File: src/rtl/pong_match_controller.sv
// Match sequencer for two-player Pong: walks idle/serve/play/point/over rounds,
// keeps both scores and gates the ball/paddle datapath. All outputs registered.
module pong_match_controller #(
   parameter int WIN_SCORE    = 9,
   parameter int SCORE_W      = 4,
   parameter int SERVE_FRAMES = 60,
   parameter int POINT_FRAMES = 90
) (
   input  logic               i_clock,
   input  logic               i_reset,
   input  logic               i_frame_tick,
   input  logic               i_start,
   input  logic               i_miss_left,
   input  logic               i_miss_right,
   output logic               o_play_enable,
   output logic               o_ball_reset,
   output logic               o_serve_dir,
   output logic [SCORE_W-1:0] o_p1_score,
   output logic [SCORE_W-1:0] o_p2_score,
   output logic               o_point_pulse,
   output logic               o_game_over,
   output logic               o_winner,
   output logic [2:0]         o_state
);

   localparam logic [2:0] S_IDLE  = 3'd0;
   localparam logic [2:0] S_SERVE = 3'd1;
   localparam logic [2:0] S_PLAY  = 3'd2;
   localparam logic [2:0] S_POINT = 3'd3;
   localparam logic [2:0] S_OVER  = 3'd4;

   localparam int MAX_FRAMES = (SERVE_FRAMES > POINT_FRAMES) ? SERVE_FRAMES : POINT_FRAMES;
   localparam int CNT_W      = $clog2(MAX_FRAMES + 1);
   // The tick that brings the count up to N is the one seen while the count is N-1.
   localparam logic [CNT_W-1:0]   SERVE_LAST = CNT_W'(SERVE_FRAMES - 1);
   localparam logic [CNT_W-1:0]   POINT_LAST = CNT_W'(POINT_FRAMES - 1);
   localparam logic [SCORE_W-1:0] WIN        = SCORE_W'(WIN_SCORE);

   logic [2:0]         r_state;
   logic [CNT_W-1:0]   r_cnt;
   logic [SCORE_W-1:0] r_p1;
   logic [SCORE_W-1:0] r_p2;
   logic               r_serve_dir;
   logic               r_winner;
   logic               r_point;
   logic               r_start_q;
   logic               r_play_enable;
   logic               r_ball_reset;
   logic               r_game_over;

   logic [2:0]         w_state_nxt;
   logic [CNT_W-1:0]   w_cnt_nxt;
   logic [SCORE_W-1:0] w_p1_nxt;
   logic [SCORE_W-1:0] w_p2_nxt;
   logic [SCORE_W-1:0] w_p1_inc;
   logic [SCORE_W-1:0] w_p2_inc;
   logic               w_dir_nxt;
   logic               w_winner_nxt;
   logic               w_point_nxt;
   logic               w_start_rise;

   assign w_start_rise = i_start & ~r_start_q;
   assign w_p1_inc     = r_p1 + SCORE_W'(1);
   assign w_p2_inc     = r_p2 + SCORE_W'(1);

   always_comb begin
      w_state_nxt  = r_state;
      w_cnt_nxt    = r_cnt;
      w_p1_nxt     = r_p1;
      w_p2_nxt     = r_p2;
      w_dir_nxt    = r_serve_dir;
      w_winner_nxt = r_winner;
      w_point_nxt  = 1'b0;
      case (r_state)
         S_IDLE, S_OVER: begin
            if (w_start_rise) begin
               w_p1_nxt    = '0;
               w_p2_nxt    = '0;
               w_dir_nxt   = 1'b1;
               w_cnt_nxt   = '0;
               w_state_nxt = S_SERVE;
            end
         end
         S_SERVE: begin
            if (i_frame_tick) begin
               if (r_cnt == SERVE_LAST) begin
                  w_cnt_nxt   = '0;
                  w_state_nxt = S_PLAY;
               end else begin
                  w_cnt_nxt = r_cnt + CNT_W'(1);
               end
            end
         end
         S_PLAY: begin
            // A double miss in one cycle is treated as no point at all.
            if (i_miss_left ^ i_miss_right) begin
               w_point_nxt = 1'b1;
               w_cnt_nxt   = '0;
               if (i_miss_left) begin
                  w_p2_nxt  = w_p2_inc;
                  w_dir_nxt = 1'b0;
                  if (w_p2_inc == WIN) begin
                     w_winner_nxt = 1'b1;
                     w_state_nxt  = S_OVER;
                  end else begin
                     w_state_nxt = S_POINT;
                  end
               end else begin
                  w_p1_nxt  = w_p1_inc;
                  w_dir_nxt = 1'b1;
                  if (w_p1_inc == WIN) begin
                     w_winner_nxt = 1'b0;
                     w_state_nxt  = S_OVER;
                  end else begin
                     w_state_nxt = S_POINT;
                  end
               end
            end
         end
         S_POINT: begin
            if (i_frame_tick) begin
               if (r_cnt == POINT_LAST) begin
                  w_cnt_nxt   = '0;
                  w_state_nxt = S_SERVE;
               end else begin
                  w_cnt_nxt = r_cnt + CNT_W'(1);
               end
            end
         end
         default: begin
            w_cnt_nxt   = '0;
            w_state_nxt = S_IDLE;
         end
      endcase
   end

   always_ff @(posedge i_clock or posedge i_reset) begin
      if (i_reset) begin
         r_state       <= S_IDLE;
         r_cnt         <= '0;
         r_p1          <= '0;
         r_p2          <= '0;
         r_serve_dir   <= 1'b1;
         r_winner      <= 1'b0;
         r_point       <= 1'b0;
         r_start_q     <= 1'b1;
         r_play_enable <= 1'b0;
         r_ball_reset  <= 1'b1;
         r_game_over   <= 1'b0;
      end else begin
         r_state       <= w_state_nxt;
         r_cnt         <= w_cnt_nxt;
         r_p1          <= w_p1_nxt;
         r_p2          <= w_p2_nxt;
         r_serve_dir   <= w_dir_nxt;
         r_winner      <= w_winner_nxt;
         r_point       <= w_point_nxt;
         r_start_q     <= i_start;
         r_play_enable <= (w_state_nxt == S_PLAY);
         // In POINT the ball stays frozen where it left the field, not re-centred.
         r_ball_reset  <= (w_state_nxt == S_IDLE) || (w_state_nxt == S_SERVE) ||
                          (w_state_nxt == S_OVER);
         r_game_over   <= (w_state_nxt == S_OVER);
      end
   end

   assign o_state       = r_state;
   assign o_play_enable = r_play_enable;
   assign o_ball_reset  = r_ball_reset;
   assign o_serve_dir   = r_serve_dir;
   assign o_p1_score    = r_p1;
   assign o_p2_score    = r_p2;
   assign o_point_pulse = r_point;
   assign o_game_over   = r_game_over;
   assign o_winner      = r_winner;

endmodule

File: config.mk
export PLATFORM = sky130hd
export DESIGN_NAME = pong_match_controller
export DESIGN_NICKNAME = d
export VERILOG_FILES = /design/src/rtl/pong_match_controller.sv
export SDC_FILE = /design/constraint.sdc
export NUM_CORES = 1
export LEC_CHECK = 0
export ABC_CLOCK_PERIOD_IN_PS = 2100
export CAP_MARGIN = 20
export CORE_UTILIZATION = 30
export DETAILED_ROUTE_END_ITERATION = 12
export PLACE_DENSITY_LB_ADDON = 0.15
export SLEW_MARGIN = 15
export SYNTH_ARGS = -nofsm -noshare
export SYNTH_HDL_FRONTEND = slang
export SYNTH_SLANG_ARGS = --single-unit
File: constraint.sdc
create_clock -name i_clock -period 2.1 [get_ports i_clock]
set_input_delay 0.21 -clock i_clock [delete_from_list [all_inputs] [get_ports i_clock]]
set_output_delay 0.21 -clock i_clock [all_outputs]
set_load 0.01 [all_outputs]
==> qor.yml <==
sta:
  fmax_mhz: 544
  relSlewSlack_pct: 70.1
  finalSetupViolations: 0
  fin_crit_ns: 1.84
  tightest_slew_ns: 0.444
  rsz0062_at_grt: "no"
  final_max_slew_viol_count: 0
  final_hold_viol_count: 0
  hold_ws_ns: 0.292
  setup_tns_ns: 0
  min_period_over_period_pct: 87.6
  finClkSkew_ns: 0.00239
die:
  chipHeight_um: 68.6
  io_pins: 23
  core_region_area_um2: 4120
  start_util_pct: 32.4
  rows: 23
  dieArea_um2: 4710
  die_w_um: 68.6
setup_path:
  r2r_setup_slack_ns: 0.26
  required_ns: 2.31
  ff2ff_path_depth: 6
  worstSetupPathType: "reg -> reg"
  r2r-end: "r_cnt[0]"
  slowest_stage: "or3_1"
  worst_path_largest_cell_delay_ns: 0.43
  start_kind: "register"
  crit_chain: "ha_1 > nand4bb_1 > nor3_1 > or3_1 > nor2_2 > mux2_2"
  timing.rr.start: "r_cnt[0]"
  arrival_ns: 2.05
  critPathMaxFanout: 7
  critPathCaptureType: "register"
power_and_ir_drop:
  vdd_drop_max_mv: 0.244
  p_per_area_nw_per_um2: 611
  power.static_leakage_nw: 0.756
synth:
  ys_seq_area_share_pct: 47.3
  synthTopCellsByArea: "dfrtp_1 (41%), dfstp_2 (5.9%), ha_1 (5.6%)"
  netlist_instances: 136
  synth.distinct_cells: 39
  yosysTopAreaCell: "dfrtp_1"
  synthesis.nets: 148
  syn_area_per_cell_um2: 9.79
  ys_warn_count: 0
  synth_top_area_share_pct: 41.4
  syn_area_um2: 1330
  yosys_register_bits: 25
job:
  drv_cap: 0
cts:
  clock_tree.root_cell: "clkbuf_8"
  cts_resized: 0
  cts_buffers: 3
  cts_hold_buf: 0
  clock_sinks: 25
  cts_max_path_buffers: 2
  clkTransAtPathRegs_ns: 0.09
  htree_levels: 1
  tritoncts: "yes"
  insertion_delay_ns: 0.26
  cts_setup_buffers: 0
cells_and_area:
  final-seq-area_um2: 629
  fin_area_um2: 1690
  drive_gt1_share_pct: 12.7
  fill_cells: 407
  syn_to_final_growth_pct: 26.9
  nets: 179
  num_antenna_cells: 0
  fin_cells: 216
  multi_input_area_um2: 653
drt:
  avgViaCountPerCell: 5.01
  via_count: 1083
  detail_route.wirelength_mm: 2.82
  dr.pass1.iters: 4
  ant_nets: 0
  wl_per_cell_um: 13.1
  route.detailed.drc: 0
  drt_iter0_drc: 29
grt:
  grt_max_degree: 26
  grt_pass1_wl_mm: 4.84
  grt_pass1_vias: 997
  track_usage_pct: 13.9
  antenna_found_initial: 0
  gr-total-overflow: 0
placement:
  dp.cells: 212
  dp_hpwl_mm: 2.13
  port_buffers: 22
  gp_congestion: 0.831
  place_area_um2: 1640
min_path:
  hp-class: "in -> async"
run_status:
  run_status: "finished, final reports clean"
area by class of cell:
| cell class | count | area share (%) |
|---|---|---|
| Sequential cell | 25 | 37.3 |
| Tap cell | 50 | 3.70 |
| Clock buffer | 4 | 2.67 |
| Multi-Input combinational cell | 98 | 38.7 |
| Timing Repair Buffer | 26 | 14.8 |
| Inverter | 13 | 2.89 |
cell usage in the layout (no fill, tap or decap), drive strengths merged, types with 3 or more instances in the layout:
cell type	n
xor2	3
or3	4
clkdlybuf4s50	22
dfrtp	22
o21ai	16
a22o	7
dfstp	3
nand2	12
buf	4
ha	6
nor3	5
inv	13
nor2b	3
nand3	7
clkbuf	4
nor2	10
logic make-up after synthesis:
group | after synthesis | share of synthesized area (%)
multiplexers | 2 | 1.69
buffers and inverters | 13 | 3.67
flip-flops | 25 | 47.3
adder cells (fa/ha/maj) | 6 | 5.64
AND/OR/NAND/NOR | 50 | 20.6
XOR/XNOR | 5 | 3.85
AO/OA/AOI/OAI | 35 | 17.3
metal layers:
layer	up-vias	part of all wire, %	GRT usage, %
li1	540	-	-
met1	512	52	21.0
met2	27	43	20.0
met3	4	4.1	1.97
met4	0	1.4	4.69
met5	-	0	0
how the worst max path moves through the flow:
stage,startpoint,cells past startpoint,endpoint
after floorplan,o_p2_score[0],6,o_winner
after global placement,i_start,6,r_cnt[0]
after detailed placement,i_miss_right,6,r_cnt[0]
after CTS,r_cnt[0],6,r_cnt[0]
after global routing,r_cnt[1],7,r_cnt[0]
final,r_cnt[0],6,r_cnt[0]
cells in the mapped netlist, drive strengths merged:
cell type	number
ha	6
a21boi	1
a22oi	2
nand2	12
nand2b	2
nor3b	1
a21oi	2
xnor2	2
nor2b	3
a21o	1
inv	13
o21bai	1
a221oi	1
nand4bb	1
mux2	2
nor3	5
xor2	3
dfstp	3
nor2	10
o31a	1
o21ai	16
dfrtp	22
or3	4
nand4	1
and3	2
o22ai	2
a22o	7
or3b	1
a211oi	1
nor4	1
nand3	7
critical path: cells and delay by family (launching register included):
family | cells | cell delay (ns)
AND/OR/NAND/NOR | 4 | 0.91
multiplexers | 1 | 0.20
flip-flops | 1 | 0.42
adder cells (fa/ha/maj) | 1 | 0.25
stage by stage:
step,total power [mW],utilization (%),setup slack [ns]
3_5_place_dp,0.759,40.0,0.133
6_report,1.03,41.0,0.261
4_1_cts,1.04,41.0,0.259
5_1_grt,1.10,41.0,0.0532
2_1_floorplan,0.697,-,0.455
3_3_place_gp,0.755,40.0,0.132
flip-flops by register name (all words and copies together) (netlist names):
name / count
r_cnt: 7
o_game_over: 1
o_state: 3
o_p1_score: 4
o_serve_dir: 1
o_p2_score: 4
o_point_pulse: 1
o_ball_reset: 1
o_winner: 1
o_play_enable: 1
r_start_q: 1
power breakdown:
group	leakage (nW)	internal (mW)	switching, mW	total (mW)
Clock	0.0228	0.135	0.148	0.283
Sequential	0.316	0.532	0.0613	0.593
Combinational	0.417	0.0815	0.0737	0.155
Total	0.756	0.749	0.283	1.03
(Power assumes the default switching activity.)
